### src/rtl/hazard_ctrl_pkg.sv
// hazard_ctrl_pkg: shared encodings, MDU defaults and the per-source stall/forward decisions.
package hazard_ctrl_pkg;
    typedef enum logic [1:0] {WA_RT = 2'b00, WA_RD = 2'b01, WA_RA = 2'b10, WA_NONE = 2'b11} wa_sel_e;
    localparam logic [1:0] TUSE_D = 2'd0, TUSE_E = 2'd1, TUSE_M = 2'd2, TUSE_NONE = 2'd3;
    localparam logic [1:0] TNEW_JAL = 2'd0, TNEW_ALU = 2'd1, TNEW_LOAD = 2'd2;
    localparam logic [1:0] FWD_NONE = 2'b00, FWD_E = 2'b01, FWD_M = 2'b10, FWD_W = 2'b11;
    localparam int MDU_MULT_CYC_DEF = 5;
    localparam int MDU_DIV_CYC_DEF = 10;
    typedef struct packed {
        logic [4:0] wa;
        logic [1:0] tnew;
        logic [4:0] rs;
        logic [4:0] rt;
        logic       md_start;
        logic       md_div;
    } e_stage_t;
    function automatic logic [4:0] dec_wa(input logic [1:0] sel, input logic [4:0] rt, input logic [4:0] rd);
        return sel == WA_RT ? rt : sel == WA_RD ? rd : sel == WA_RA ? 5'd31 : 5'd0;
    endfunction
    // $0 is never a real producer, so it can neither stall nor forward
    function automatic logic hit(input logic [4:0] src, input logic [4:0] wa);
        return src != 5'd0 && src == wa;
    endfunction
    function automatic logic must_stall(input logic [4:0] src, input logic [1:0] tuse,
                                        input logic [4:0] wa, input logic [1:0] tnew);
        return tuse != TUSE_NONE && hit(src, wa) && tnew > tuse;
    endfunction
    function automatic logic [1:0] fwd_d(input logic [4:0] src, input logic [4:0] e_wa, input logic [1:0] e_tnew,
                                         input logic [4:0] m_wa, input logic [1:0] m_tnew);
        return hit(src, e_wa) && e_tnew == 2'd0 ? FWD_E : hit(src, m_wa) && m_tnew == 2'd0 ? FWD_M : FWD_NONE;
    endfunction
    function automatic logic [1:0] fwd_e(input logic [4:0] src, input logic [4:0] m_wa, input logic [1:0] m_tnew,
                                         input logic [4:0] w_wa);
        return hit(src, m_wa) && m_tnew == 2'd0 ? FWD_M : hit(src, w_wa) ? FWD_W : FWD_NONE;
    endfunction
endpackage

### src/rtl/hazard_ctrl_if.sv
// hazard_ctrl_if: D-stage decode fields toward the hazard unit, stall/forward/tracking back.
interface hazard_ctrl_if;
    logic [1:0] d_sel_grf_wa;
    logic [4:0] d_rs;
    logic [4:0] d_rt;
    logic [4:0] d_rd;
    logic [1:0] d_tuse_rs;
    logic [1:0] d_tuse_rt;
    logic [1:0] d_tnew;
    logic       d_md_start;
    logic       d_md_div;
    logic       d_md_use;
    logic       stall;
    logic [4:0] e_wa;
    logic [4:0] m_wa;
    logic [4:0] w_wa;
    logic [1:0] fwd_d_rs;
    logic [1:0] fwd_d_rt;
    logic [1:0] fwd_e_rs;
    logic [1:0] fwd_e_rt;
    logic       md_busy;
    modport master (
        output d_sel_grf_wa, d_rs, d_rt, d_rd, d_tuse_rs, d_tuse_rt, d_tnew, d_md_start, d_md_div, d_md_use,
        input  stall, e_wa, m_wa, w_wa, fwd_d_rs, fwd_d_rt, fwd_e_rs, fwd_e_rt, md_busy
    );
    modport slave (
        input  d_sel_grf_wa, d_rs, d_rt, d_rd, d_tuse_rs, d_tuse_rt, d_tnew, d_md_start, d_md_div, d_md_use,
        output stall, e_wa, m_wa, w_wa, fwd_d_rs, fwd_d_rt, fwd_e_rs, fwd_e_rt, md_busy
    );
endinterface

### src/rtl/hazard_mdu_cnt.sv
// hazard_mdu_cnt: HI/LO occupancy counter, loaded as a mult/div leaves E and counted down to idle.
module hazard_mdu_cnt #(
    parameter int MULT_CYC = 5,
    parameter int DIV_CYC  = 10
) (
    input  logic clk,
    input  logic reset,
    input  logic start,
    input  logic div,
    output logic busy
);
    localparam int CW = $clog2((MULT_CYC > DIV_CYC ? MULT_CYC : DIV_CYC) + 1);
    localparam logic [CW-1:0] MULT_LD = CW'(MULT_CYC);
    localparam logic [CW-1:0] DIV_LD = CW'(DIV_CYC);
    logic [CW-1:0] cnt;
    always_ff @(posedge clk or negedge reset)
        if (!reset) cnt <= '0;
        else cnt <= start ? (div ? DIV_LD : MULT_LD) : cnt - CW'(cnt != '0);
    assign busy = cnt != '0;
endmodule

### src/rtl/hazard_ctrl.sv
// hazard_ctrl: stall and forward control for a 5-stage MIPS pipeline using Tuse/Tnew tracking,
// plus HI/LO interlock against an in-flight mult/div.
import hazard_ctrl_pkg::*;
module hazard_ctrl #(
    parameter int MDU_MULT_CYC = MDU_MULT_CYC_DEF,
    parameter int MDU_DIV_CYC  = MDU_DIV_CYC_DEF
) (
    input logic clk,
    input logic reset,
    hazard_ctrl_if.slave hz
);
    e_stage_t   e_q;
    logic [4:0] m_wa_q, w_wa_q, d_wa;
    logic [1:0] m_tnew_q;
    logic       data_stall, mdu_stall, stall, md_busy;
    always_comb begin
        d_wa = dec_wa(hz.d_sel_grf_wa, hz.d_rt, hz.d_rd);
        data_stall = must_stall(hz.d_rs, hz.d_tuse_rs, e_q.wa, e_q.tnew)
                   | must_stall(hz.d_rt, hz.d_tuse_rt, e_q.wa, e_q.tnew)
                   | must_stall(hz.d_rs, hz.d_tuse_rs, m_wa_q, m_tnew_q)
                   | must_stall(hz.d_rt, hz.d_tuse_rt, m_wa_q, m_tnew_q);
        mdu_stall = hz.d_md_use & (md_busy | e_q.md_start);
        stall = data_stall | mdu_stall;
    end
    // a stalled D leaves a bubble in E, so a held mult/div never reaches the counter early
    always_ff @(posedge clk or negedge reset)
        if (!reset) begin
            e_q      <= '0;
            m_wa_q   <= '0;
            m_tnew_q <= '0;
            w_wa_q   <= '0;
        end else begin
            e_q      <= stall ? '0 : {d_wa, hz.d_tnew, hz.d_rs, hz.d_rt, hz.d_md_start, hz.d_md_div};
            m_wa_q   <= e_q.wa;
            m_tnew_q <= e_q.tnew - 2'(e_q.tnew != 2'd0);
            w_wa_q   <= m_wa_q;
        end
    hazard_mdu_cnt #(.MULT_CYC(MDU_MULT_CYC), .DIV_CYC(MDU_DIV_CYC)) u_mdu (
        .clk   (clk),
        .reset (reset),
        .start (e_q.md_start),
        .div   (e_q.md_div),
        .busy  (md_busy)
    );
    assign hz.stall    = stall;
    assign hz.md_busy  = md_busy;
    assign hz.e_wa     = e_q.wa;
    assign hz.m_wa     = m_wa_q;
    assign hz.w_wa     = w_wa_q;
    assign hz.fwd_d_rs = fwd_d(hz.d_rs, e_q.wa, e_q.tnew, m_wa_q, m_tnew_q);
    assign hz.fwd_d_rt = fwd_d(hz.d_rt, e_q.wa, e_q.tnew, m_wa_q, m_tnew_q);
    assign hz.fwd_e_rs = fwd_e(e_q.rs, m_wa_q, m_tnew_q, w_wa_q);
    assign hz.fwd_e_rt = fwd_e(e_q.rt, m_wa_q, m_tnew_q, w_wa_q);
endmodule
### src/flat_wrapper.sv
// flat-port wrapper written by rule: the top's interface ports become plain ports
module hazard_ctrl_flat 
#(
    parameter int MDU_MULT_CYC = MDU_MULT_CYC_DEF,
    parameter int MDU_DIV_CYC  = MDU_DIV_CYC_DEF
)
  (clk, reset, hz_d_sel_grf_wa, hz_d_rs, hz_d_rt, hz_d_rd, hz_d_tuse_rs, hz_d_tuse_rt, hz_d_tnew, hz_d_md_start, hz_d_md_div, hz_d_md_use, hz_stall, hz_e_wa, hz_m_wa, hz_w_wa, hz_fwd_d_rs, hz_fwd_d_rt, hz_fwd_e_rs, hz_fwd_e_rt, hz_md_busy);
  hazard_ctrl_if hz_i ();
  input logic clk;
  input logic reset;
  input wire logic [$bits(hz_i.d_sel_grf_wa)-1:0] hz_d_sel_grf_wa;
  input wire logic [$bits(hz_i.d_rs)-1:0] hz_d_rs;
  input wire logic [$bits(hz_i.d_rt)-1:0] hz_d_rt;
  input wire logic [$bits(hz_i.d_rd)-1:0] hz_d_rd;
  input wire logic [$bits(hz_i.d_tuse_rs)-1:0] hz_d_tuse_rs;
  input wire logic [$bits(hz_i.d_tuse_rt)-1:0] hz_d_tuse_rt;
  input wire logic [$bits(hz_i.d_tnew)-1:0] hz_d_tnew;
  input wire logic [$bits(hz_i.d_md_start)-1:0] hz_d_md_start;
  input wire logic [$bits(hz_i.d_md_div)-1:0] hz_d_md_div;
  input wire logic [$bits(hz_i.d_md_use)-1:0] hz_d_md_use;
  output wire logic [$bits(hz_i.stall)-1:0] hz_stall;
  output wire logic [$bits(hz_i.e_wa)-1:0] hz_e_wa;
  output wire logic [$bits(hz_i.m_wa)-1:0] hz_m_wa;
  output wire logic [$bits(hz_i.w_wa)-1:0] hz_w_wa;
  output wire logic [$bits(hz_i.fwd_d_rs)-1:0] hz_fwd_d_rs;
  output wire logic [$bits(hz_i.fwd_d_rt)-1:0] hz_fwd_d_rt;
  output wire logic [$bits(hz_i.fwd_e_rs)-1:0] hz_fwd_e_rs;
  output wire logic [$bits(hz_i.fwd_e_rt)-1:0] hz_fwd_e_rt;
  output wire logic [$bits(hz_i.md_busy)-1:0] hz_md_busy;
  assign hz_i.d_sel_grf_wa = hz_d_sel_grf_wa;
  assign hz_i.d_rs = hz_d_rs;
  assign hz_i.d_rt = hz_d_rt;
  assign hz_i.d_rd = hz_d_rd;
  assign hz_i.d_tuse_rs = hz_d_tuse_rs;
  assign hz_i.d_tuse_rt = hz_d_tuse_rt;
  assign hz_i.d_tnew = hz_d_tnew;
  assign hz_i.d_md_start = hz_d_md_start;
  assign hz_i.d_md_div = hz_d_md_div;
  assign hz_i.d_md_use = hz_d_md_use;
  assign hz_stall = hz_i.stall;
  assign hz_e_wa = hz_i.e_wa;
  assign hz_m_wa = hz_i.m_wa;
  assign hz_w_wa = hz_i.w_wa;
  assign hz_fwd_d_rs = hz_i.fwd_d_rs;
  assign hz_fwd_d_rt = hz_i.fwd_d_rt;
  assign hz_fwd_e_rs = hz_i.fwd_e_rs;
  assign hz_fwd_e_rt = hz_i.fwd_e_rt;
  assign hz_md_busy = hz_i.md_busy;
  hazard_ctrl #(.MDU_MULT_CYC(MDU_MULT_CYC), .MDU_DIV_CYC(MDU_DIV_CYC)) u_core (.clk(clk), .reset(reset), .hz(hz_i));
endmodule
### config.mk
export PLATFORM = sky130hd
export DESIGN_NAME = hazard_ctrl_flat
export DESIGN_NICKNAME = d
export VERILOG_FILES = /design/src/rtl/hazard_ctrl_pkg.sv /design/src/rtl/hazard_ctrl_if.sv /design/src/rtl/hazard_mdu_cnt.sv /design/src/rtl/hazard_ctrl.sv /design/src/flat_wrapper.sv
export SDC_FILE = /design/constraint.sdc
export NUM_CORES = 1
export LEC_CHECK = 0
export CAP_MARGIN = 0
export CELL_PAD_IN_SITES_DETAIL_PLACEMENT = 0
export CELL_PAD_IN_SITES_GLOBAL_PLACEMENT = 1
export CORE_MARGIN = 2
export CORE_UTILIZATION = 35
export CTS_CLUSTER_DIAMETER = 80
export CTS_CLUSTER_SIZE = 30
export DETAILED_ROUTE_END_ITERATION = 10
export PLACE_DENSITY = 0.75
export SLEW_MARGIN = 30
export SYNTH_ARGS = -nofsm -noshare
export SYNTH_HDL_FRONTEND = slang
export SYNTH_SLANG_ARGS = --single-unit
export TNS_END_PERCENT = 20
### constraint.sdc
create_clock -name clk -period 2.7 [get_ports clk]
set_input_delay 0.54 -clock clk [delete_from_list [all_inputs] [get_ports clk]]
set_output_delay 0.54 -clock clk [all_outputs]
set_load 0.02 [all_outputs]
==> out/qor.yml, run 1 <==
clock_network:
  cts_tree: "yes"
  clkLatencyLatePin_ns: 0.29
  clk_pin_slew_ns: 0.07
  clockBufferDepth: 2
  cts.sinks: 35
  cts_max_level: 2
  cts_buffers: 5
  clock_tree.root_cell: "clkbuf_8"
logic_synthesis:
  synth.area.top_cells: "dfrtp_1 43%, xor2_1 10%, xnor2_1 7.7%"
  yosysTopAreaCell: "dfrtp_1"
  async_reset_ff_share_pct: 100.0
  syn_nets: 260
  yosys_warnings: 0
  synthTopCellsByCount: "35 x dfrtp_1, 32 x nor2_1, 28 x nand2_1"
  synth_top_cell_area_share_pct: 42.76
  syn_avg_cell_area_sq_um: 9.226
  yosysSeqAreaShare_pct: 42.76
  synth_seq_cells: 35
  syn_inst: 222
  synth_flop_cell: "dfrtp_1"
  yosysMostFrequentCell: "dfrtp_1"
  synth.distinct_cells: 30
  synth_edf_count: 0
  syn_area_sq_um: 2048
sta:
  worst_pin_slew_ns: 0.4561
  hold_violations: 0
  setup_ws_ns: -0.03351
  fin_crit_ns: 2.734
  report.final.slew_viol_count: 0
  clock.fmax_mhz: 365.8
  holdWs_ns: 0.4564
  setup_viol: 1
  setup_tns_ns: -0.03351
  fin_crit_sh_pct: 101.2
  rsz0062_at_grt: "true"
  slew_headroom_pct: 69.59
  skew_ns: 0.003812
grt:
  grt_pass1_wl_mm: 8.390
  overflow: 0
  grt.total_usage_pct: 17.19
  antenna_found_initial: 0
  grt_pass1_vias: 1798
  grt_max_degree: 36
place:
  placed_cell_area_sq_um: 2880
  dpl.hpwl_mm: 3.928
  port_buffers: 52
  gp_congestion: 0.8705
route:
  viasPerCell: 4.717
  detail_route.wl_per_cell_um: 13.43
  drc: 0
  dr_total_vias: 1802
  wl_mm: 5.132
  drtAntennaViolNets: 0
  dr.pass1.iters: 4
  drtIter0Drc: 44
outcome:
  violations: "setup timing"
  status: "finished, violations left"
floorplan:
  core_area_sq_um: 5574
  die_x_um: 80.50
  die_area_sq_um: 6480
  ios: 53
  rows: 27
  die_h_um: 80.50
  start_util_pct: 36.75
power_and_ir_drop:
  ir_drop_mv: 0.2556
  p_leak_nw: 1.479
  p_per_area_nw_per_um2: 576.8
worst_setup_path:
  cp_data_arrival_time_ns: 2.19
  endpoint_kind: "primary output"
  crit_fanout: 2
  start_kind: "input pin"
  critPathKind: "in2out"
  required_ns: 2.16
min_path:
  min_path_type: "reg2reg"
layout:
  diodes: 0
  area_growth_pct: 47.28
  seqCellArea_sq_um: 875.8
  stdcell_area_sq_um: 3017
  drive_gt1_share_pct: 19.68
  multi_input_comb_area_sq_um: 1142
  fill_cells: 524
  final_nets: 348
job:
  maxCapViolations: 0
[cells by family (layout without fill, tap and decap cells)]
logic type / count (synthesis) / in the layout / synth area share [%]
buffers and inverters: 19 / 107 / 4.948
multiplexers: 1 / 1 / 0.4887
adder cells (fa/ha/maj): 10 / 10 / 6.109
flip-flops: 35 / 35 / 42.76
AO/OA/AOI/OAI: 18 / 18 / 5.804
XOR/XNOR: 42 / 42 / 17.96
AND/OR/NAND/NOR: 97 / 97 / 21.93
[final cells by class]
cell class / count / share of cell area [%]
repair buffers: 90 / 25.96
well taps: 72 / 2.986
inverters: 10 / 1.244
clock inverters: 1 / 0.1659
multi-input cells: 168 / 37.87
clock buffers: 6 / 2.737
flip-flops and latches: 35 / 29.03
[final timing paths]
path	from	end	slack [ns]	cells after the start
worst max-delay path	hz_d_rs[1]	hz_stall	-0.03	7
worst min-delay path	u_core.e_q[0]$_DFF_PN0_	u_core.u_mdu.cnt[0]$_DFF_PN0_	0.46	1
worst max register to register	u_core.e_q[13]$_DFF_PN0_	u_core.e_q[2]$_DFF_PN0_	0.69	8
worst min register to register	u_core.e_q[0]$_DFF_PN0_	u_core.u_mdu.cnt[0]$_DFF_PN0_	0.46	1
max in group asynchronous	reset	u_core.e_q[7]$_DFF_PN0_	1.71	2
min in group asynchronous	reset	u_core.hz.m_wa[4]$_DFF_PN0_	0.65	2
[critical path, cell delays in order]
cell and delay [ns]:
clkdlybuf4s50_1 0.49, nor3_2 0.07, a211o_1 0.33, or3_1 0.38
nand4_1 0.12, nand2b_4 0.15, buf_6 0.12
[layout by cell type, fill, tap and decap left out, types with 2 or more instances in the layout]
master / Yosys / routed
ha_4: 0 / 2
or2_2: 2 / 2
or4_1: 3 / 3
inv_1: 10 / 8
xnor2_1: 18 / 18
xor2_1: 24 / 24
nand2_1: 28 / 28
o21ai_0: 9 / 8
nand4_1: 4 / 4
inv_2: 0 / 2
nand2b_1: 3 / 2
ha_1: 10 / 8
nand3_1: 7 / 7
a211o_1: 2 / 2
clkbuf_8: 0 / 6
nor2b_1: 5 / 5
nor3_2: 0 / 3
dlygate4sd2_1: 0 / 15
clkdlybuf4s50_1: 0 / 32
nor4_1: 6 / 5
dfrtp_1: 35 / 35
a222oi_1: 2 / 2
nor2_1: 32 / 32
buf_4: 6 / 39
[power by group]
group | internal, mW | switching [mW] | leakage [nW]
combinational | 0.343 | 0.328 | 0.984
clock | 0.200 | 0.189 | 0.0470
sequential | 0.609 | 0.0711 | 0.449
[state kept, by name, indices dropped and copies added, names as in the netlist]
register / count
u_core.u_mdu.cnt: 4
u_core.hz.e_wa: 5
u_core.m_tnew_q: 2
u_core.hz.m_wa: 5
u_core.hz.w_wa: 5
u_core.e_q: 14
[layer usage]
metal | wire length [um] | up-vias | global-route usage [%]
met5 | 0 | - | 0
met4 | 70 | 0 | 5.593
met3 | 213 | 7 | 3.371
met2 | 2426 | 43 | 28.58
met1 | 2421 | 845 | 22.40
li1 | - | 907 | -
[per-stage QoR]
step | std cells | util [%] | power, mW | setup WS [ns]
finish | 382 | 54.12 | 1.740 | -0.03351
global route | 382 | 54.12 | 1.865 | -0.08577
CTS | 382 | 54.03 | 1.752 | -0.05077
detailed placement | 375 | 51.67 | 1.362 | -0.8054
global placement | 375 | 51.67 | 1.354 | -0.7909
floorplan | 222 | - | 1.070 | 0.1616
[timing repair]
| item | in CTS | in global routing |
|---|---|---|
| hold buffers | 0 | 0 |
| gates resized for setup | 40 | 6 |
| pin swaps | 11 | 1 |
| endpoints found under the hold margin | 0 | 0 |
| setup endpoints to repair | 8 | 5 |
| buffers inserted | 0 | 0 |
Note: power is estimated with default switching activity, not from simulation.
==> run 2: changes to the inputs <==
--- a/config.mk
+++ b/config.mk
@@ -9,11 +9,11 @@
 export CELL_PAD_IN_SITES_DETAIL_PLACEMENT = 0
 export CELL_PAD_IN_SITES_GLOBAL_PLACEMENT = 1
 export CORE_MARGIN = 2
-export CORE_UTILIZATION = 35
+export CORE_UTILIZATION = 36
 export CTS_CLUSTER_DIAMETER = 80
 export CTS_CLUSTER_SIZE = 30
 export DETAILED_ROUTE_END_ITERATION = 10
-export PLACE_DENSITY = 0.75
+export PLACE_DENSITY = 0.77
 export SLEW_MARGIN = 30
 export SYNTH_ARGS = -nofsm -noshare
 export SYNTH_HDL_FRONTEND = slang
==> out/qor.yml, run 2 (synthesis results as in run 1) <==
clock_network:
  cts_buffers: 5  # unchanged
  cts.sinks: 35  # unchanged
  clkLatencyLatePin_ns: 0.29  # about the same
  cts_max_level: 2  # unchanged
  clock_tree.root_cell: "clkbuf_8"
  clockBufferDepth: 2  # unchanged
  cts_tree: "yes"
  clk_pin_slew_ns: 0.07  # about the same
layout:
  diodes: 0  # unchanged
  layout_common_cells: "38 x buf_4, 35 x dfrtp_1, 32 x nor2_1, 32 x clkdlybuf4s50_1, 28 x nand2_1"
  final_common_cell: "buf_4"
  multi_input_comb_area_sq_um: 1137  # -0.44%
  fill_cells: 507  # -3.2%
  seqCellArea_sq_um: 875.8  # unchanged
  top_register: "u_core.e_q"
  largest_reg_flops: 14  # unchanged
  area_growth_pct: 47.65
  drive_gt1_share_pct: 19.61  # -0.063 points
  final_nets: 348  # unchanged
outcome:
  violations: "setup timing"
  status: "finished, violations left"
floorplan:
  rows: 27  # unchanged
  die_h_um: 79.43  # -1.3%
  die_x_um: 79.43  # -1.3%
  ios: 53  # unchanged
  core_area_sq_um: 5507  # -1.2%
  start_util_pct: 37.20  # +0.45 points
  die_area_sq_um: 6309  # -2.6%
sta:
  worst_pin_slew_ns: 0.4311  # -0.02496 ns
  hold_violations: 0  # unchanged
  holdWs_ns: 0.4467  # -0.009752 ns
  report.final.slew_viol_count: 0  # unchanged
  fin_crit_sh_pct: 100.3  # -0.96 points
  skew_ns: 0.008463  # +0.004651 ns
  slew_headroom_pct: 71.26  # +1.7 points
  setup_ws_ns: -0.007597  # +0.02592 ns
  rsz0062_at_grt: "true"
  fin_crit_ns: 2.708  # -0.02592 ns
  setup_viol: 1  # unchanged
  clock.fmax_mhz: 369.3  # +0.96%
  setup_tns_ns: -0.007597  # +0.02592 ns
place:
  port_buffers: 52  # unchanged
  gp_congestion: 0.7947  # -8.7%
  dpl.hpwl_mm: 4.009  # +2.0%
worst_setup_path:
  start_kind: "input pin"
  cp_data_arrival_time_ns: 2.17  # -0.02 ns
  critPathKind: "in2out"
  endpoint_kind: "primary output"
  required_ns: 2.16  # about the same
  crit_fanout: 2  # unchanged
route:
  dr.pass1.iters: 4  # unchanged
  drtAntennaViolNets: 0  # unchanged
  detail_route.wl_per_cell_um: 13.11  # -2.4%
  dr_total_vias: 1772  # -1.7%
  drc: 0  # unchanged
  wl_mm: 5.020  # -2.2%
  drtIter0Drc: 82  # +86%
  viasPerCell: 4.627  # -1.9%
min_path:
  min_path_type: "reg2reg"
grt:
  grt_pass1_vias: 1842  # +2.4%
  grt_max_degree: 36  # unchanged
  overflow: 0  # unchanged
  grt_pass1_wl_mm: 8.714  # +3.9%
  grt.total_usage_pct: 17.92  # +0.73 points
  antenna_found_initial: 0  # unchanged
power_and_ir_drop:
  p_per_area_nw_per_um2: 584.5  # +1.3%
  ir_drop_mv: 0.3013  # +18%
  p_leak_nw: 1.479  # about the same
job:
  maxCapViolations: 0  # unchanged
run 2: changes by cell type in the layout (fill, tap and decap cells not counted):
cell / previous run / this run
clkbuf_1: 0 / 1
clkinv_2: 1 / 0
buf_4: 39 / 38
clkbuf_8: 6 / 7
clkdlybuf4s15_2: 0 / 1
nor3_2: 3 / 2
nor3_1: 0 / 1
clkbuf_2: 1 / 0
dlygate4sd2_1: 15 / 14
buf_2: 0 / 2
run 2: where the power goes:
part / leakage [nW] / total [mW] / internal, mW / switching [mW]
logic: 0.979 / 0.672 / 0.344 / 0.329
clock network: 0.0515 / 0.413 / 0.233 / 0.181
registers: 0.449 / 0.682 / 0.610 / 0.0721
run 2: path summary, 6_finish.rpt:
kind,start,to,slack (ns),cells past startpoint
max,hz_d_tuse_rt[1],hz_stall,-0.008,8
max reg2reg,u_core.e_q[13]$_DFF_PN0_,u_core.e_q[9]$_DFF_PN0_,0.61,8
min,u_core.e_q[0]$_DFF_PN0_,u_core.u_mdu.cnt[0]$_DFF_PN0_,0.45,1
max in group asynchronous,reset,u_core.e_q[7]$_DFF_PN0_,1.73,2
min in group asynchronous,reset,u_core.hz.e_wa[1]$_DFF_PN0_,0.65,2
min reg2reg,u_core.e_q[0]$_DFF_PN0_,u_core.u_mdu.cnt[0]$_DFF_PN0_,0.45,1
run 2: routing by layer:
layer / GRT usage (%) / share of wire (%) / wire [um] / vias to the layer above
met2: 30.08 / 49 / 2455 / 40
li1: - / - / - / 908
met3: 3.733 / 4.0 / 199 / 9
met1: 22.62 / 45 / 2273 / 815
met5: 0 / 0 / 0 / -
met4: 6.724 / 1.8 / 92 / 0
run 2: timing repair:
| item | CTS | global route |
|---|---|---|
| buffers inserted | 1 | 0 |
| hold buffers | 0 | 0 |
| pin swaps | 9 | 3 |
| endpoints found under the setup margin | 8 | 5 |
| gates resized for setup | 42 | 5 |
run 2: layout make-up:
| type | count | share of cell area (%) |
|---|---|---|
| sequential | 35 | 28.96 |
| tap | 72 | 2.979 |
| inverter | 10 | 1.241 |
| clock buffer | 8 | 3.310 |
| multi-input combinational | 168 | 37.61 |
| timing repair buffer | 90 | 25.90 |
run 2: critical path, stage by stage:
cell and delay [ns]:
dlygate4sd2_1 0.25, inv_2 0.08, ha_4 0.20, a22o_1 0.19
or4_1 0.52, nand4_1 0.13, nand2b_4 0.15, buf_6 0.12
run 2: metrics by stage:
step	instances	area (sq um)	utilization, %	power [mW]	worst slack (ns)
final	383	3024	54.92	1.768	-0.007597
after global routing	383	3024	54.92	1.894	-0.06938
after CTS	383	3014	54.74	1.784	-0.002699
after detailed placement	374	2873	52.17	1.368	-0.8097
after global placement	374	2873	52.17	1.354	-0.7893
after floorplan	222	2048	-	1.070	0.1616
==> run 3: changes to the inputs <==
--- a/config.mk
+++ b/config.mk
@@ -13,7 +13,7 @@
 export CTS_CLUSTER_DIAMETER = 80
 export CTS_CLUSTER_SIZE = 30
 export DETAILED_ROUTE_END_ITERATION = 10
-export PLACE_DENSITY = 0.77
+export PLACE_DENSITY = 0.79
 export SLEW_MARGIN = 30
 export SYNTH_ARGS = -nofsm -noshare
 export SYNTH_HDL_FRONTEND = slang
==> out/qor.yml, run 3 (synthesis results as in run 1) <==
outcome:
  status: "finished, violations left"
  violations: "setup timing"
route:
  drc: 0  # unchanged
  detail_route.wl_per_cell_um: 13.31  # +1.5%
  drtIter0Drc: 74  # -9.8%
  dr.pass1.iters: 4  # unchanged
  wl_mm: 5.151  # +2.6%
  dr_total_vias: 1843  # +4.0%
  viasPerCell: 4.762  # +2.9%
  drtAntennaViolNets: 0  # unchanged
floorplan:
  ios: 53  # unchanged
  start_util_pct: 37.20  # unchanged
  core_area_sq_um: 5507  # unchanged
  rows: 27  # unchanged
  die_area_sq_um: 6309  # unchanged
  die_h_um: 79.43  # unchanged
  die_x_um: 79.43  # unchanged
layout:
  top_register: "u_core.e_q"
  layout_common_cells: "41 x buf_4, 35 x dfrtp_1, 32 x nor2_1"
  final_nets: 352  # +1.1%
  stdcell_area_sq_um: 3052  # +0.91%
  drive_gt1_share_pct: 20.32  # +0.70 points
  area_growth_pct: 48.99
  largest_reg_flops: 14  # unchanged
  final_common_cell: "buf_4"
  diodes: 0  # unchanged
place:
  dpl.hpwl_mm: 3.984  # -0.62%
  port_buffers: 52  # unchanged
  gp_congestion: 0.8287  # +4.3%
  placed_cell_area_sq_um: 2873  # unchanged
clock_network:
  cts_tree: "yes"
  clk_pin_slew_ns: 0.07  # about the same
  clkLatencyLatePin_ns: 0.29  # about the same
  cts_max_level: 2  # unchanged
  clock_tree.root_cell: "clkbuf_8"
  cts.sinks: 35  # unchanged
  clockBufferDepth: 2  # unchanged
  cts_buffers: 5  # unchanged
worst_setup_path:
  crit_chain: "dlygate4sd2_1 > ha_1 > a22o_1 > or4_1 > nand4_1 > nand2b_4 > buf_6"
  crit_fanout: 2  # unchanged
  crit_start: "hz_d_tuse_rt[0]"
  critPathSlowestCell: "or4_1"
  endpoint_kind: "primary output"
  start_kind: "input pin"
  required_ns: 2.16  # about the same
  cp_data_arrival_time_ns: 2.22  # +0.05 ns
  crit_buf_inv: 2  # -1
  critPathKind: "in2out"
  cpLargestDelayFamily: "simple AND/OR/NAND/NOR gates"
  r2r-start: "u_core.e_q[12]$_DFF_PN0_"
  cpPeakStageDelay_ns: 0.52  # about the same
sta:
  rsz0062_at_grt: "true"
  slew_headroom_pct: 70.34  # -0.91 points
  setup_ws_ns: -0.05504  # -0.04744 ns
  setup_viol: 1  # unchanged
  hold_violations: 0  # unchanged
  report.final.slew_viol_count: 0  # unchanged
  worst_pin_slew_ns: 0.4449  # +0.01371 ns
  skew_ns: 0.005301  # -0.003162 ns
  holdWs_ns: 0.4791  # +0.03240 ns
  clock.fmax_mhz: 363.0  # -1.7%
  fin_crit_sh_pct: 102.0  # +1.8 points
  setup_tns_ns: -0.05504  # -0.04744 ns
  fin_crit_ns: 2.755  # +0.04744 ns
grt:
  overflow: 0  # unchanged
  grt.total_usage_pct: 17.02  # -0.90 points
  grt_max_degree: 36  # unchanged
  antenna_found_initial: 0  # unchanged
  grt_pass1_wl_mm: 8.217  # -5.7%
  grt_pass1_vias: 1821  # -1.1%
power_and_ir_drop:
  p_per_area_nw_per_um2: 567.2  # -3.0%
  ir_drop_mv: 0.2246  # -25%
  report.power.total_mw: 1.731  # -2.1%
  p_leak_nw: 1.527  # +3.3%
job:
  maxCapViolations: 0  # unchanged
min_path:
  hold_start: "u_core.e_q[0]$_DFF_PN0_"
  min_path_type: "reg2reg"
[run 3: changes by cell type in the layout (fill, tap and decap cells not counted), moves of 2 or more]
cell	delta
clkdlybuf4s50_1	-2
buf_4	+3
buf_6	+2
dlygate4sd2_1	-2
dlymetal6s2s_1	+4
clkbuf_8	-2
[run 3: worst paths after layout]
kind | end | slack (ns) | cells after the start
worst min register to register | u_core.u_mdu.cnt[0]$_DFF_PN0_ | 0.48 | 1
max in group asynchronous | u_core.e_q[3]$_DFF_PN0_ | 1.72 | 2
worst max register to register | u_core.e_q[3]$_DFF_PN0_ | 0.18 | 12
worst min-delay path | u_core.u_mdu.cnt[0]$_DFF_PN0_ | 0.48 | 1
worst max-delay path | hz_stall | -0.06 | 7
min in group asynchronous | u_core.hz.e_wa[4]$_DFF_PN0_ | 0.67 | 2
[run 3: cell type report]
| class | instances | area (sq um) |
|---|---|---|
| inverters | 10 | 37.54 |
| clock buffers | 7 | 76.32 |
| clock inverters | 1 | 5.005 |
| flip-flops and latches | 35 | 875.8 |
| well taps | 72 | 90.09 |
| multi-input cells | 168 | 1137 |
| repair buffers | 94 | 829.5 |
| fillers | 515 | 2455 |
[run 3: through the flow]
stage	utilization, %	instances	setup slack (ns)
after CTS	55.21	389	-0.1030
final	55.42	387	-0.05504
after detailed placement	52.17	374	-0.7863
after global routing	55.42	387	-0.1161
after floorplan	-	222	0.1616
after global placement	52.17	374	-0.7734
[run 3: where the power goes]
part | leakage (nW) | internal [mW] | switching [mW]
clock network | 0.0422 | 0.181 | 0.176
registers | 0.449 | 0.610 | 0.0734
logic | 1.04 | 0.360 | 0.331
[run 3: metal layers]
metal / global-route usage (%) / wire (um) / up-vias
li1: - / - / 920
met4: 7.069 / 118 / 0
met1: 18.93 / 2183 / 869
met5: 0 / 0 / -
met3: 3.054 / 187 / 10
met2: 31.60 / 2661 / 44
[run 3: what timing repair did]
item,CTS,global route
gates resized for setup,33,18
pin swaps,11,7
setup endpoints to repair,8,24
hold buffers,0,0
gates cloned,0,0
buffers inserted,7,0
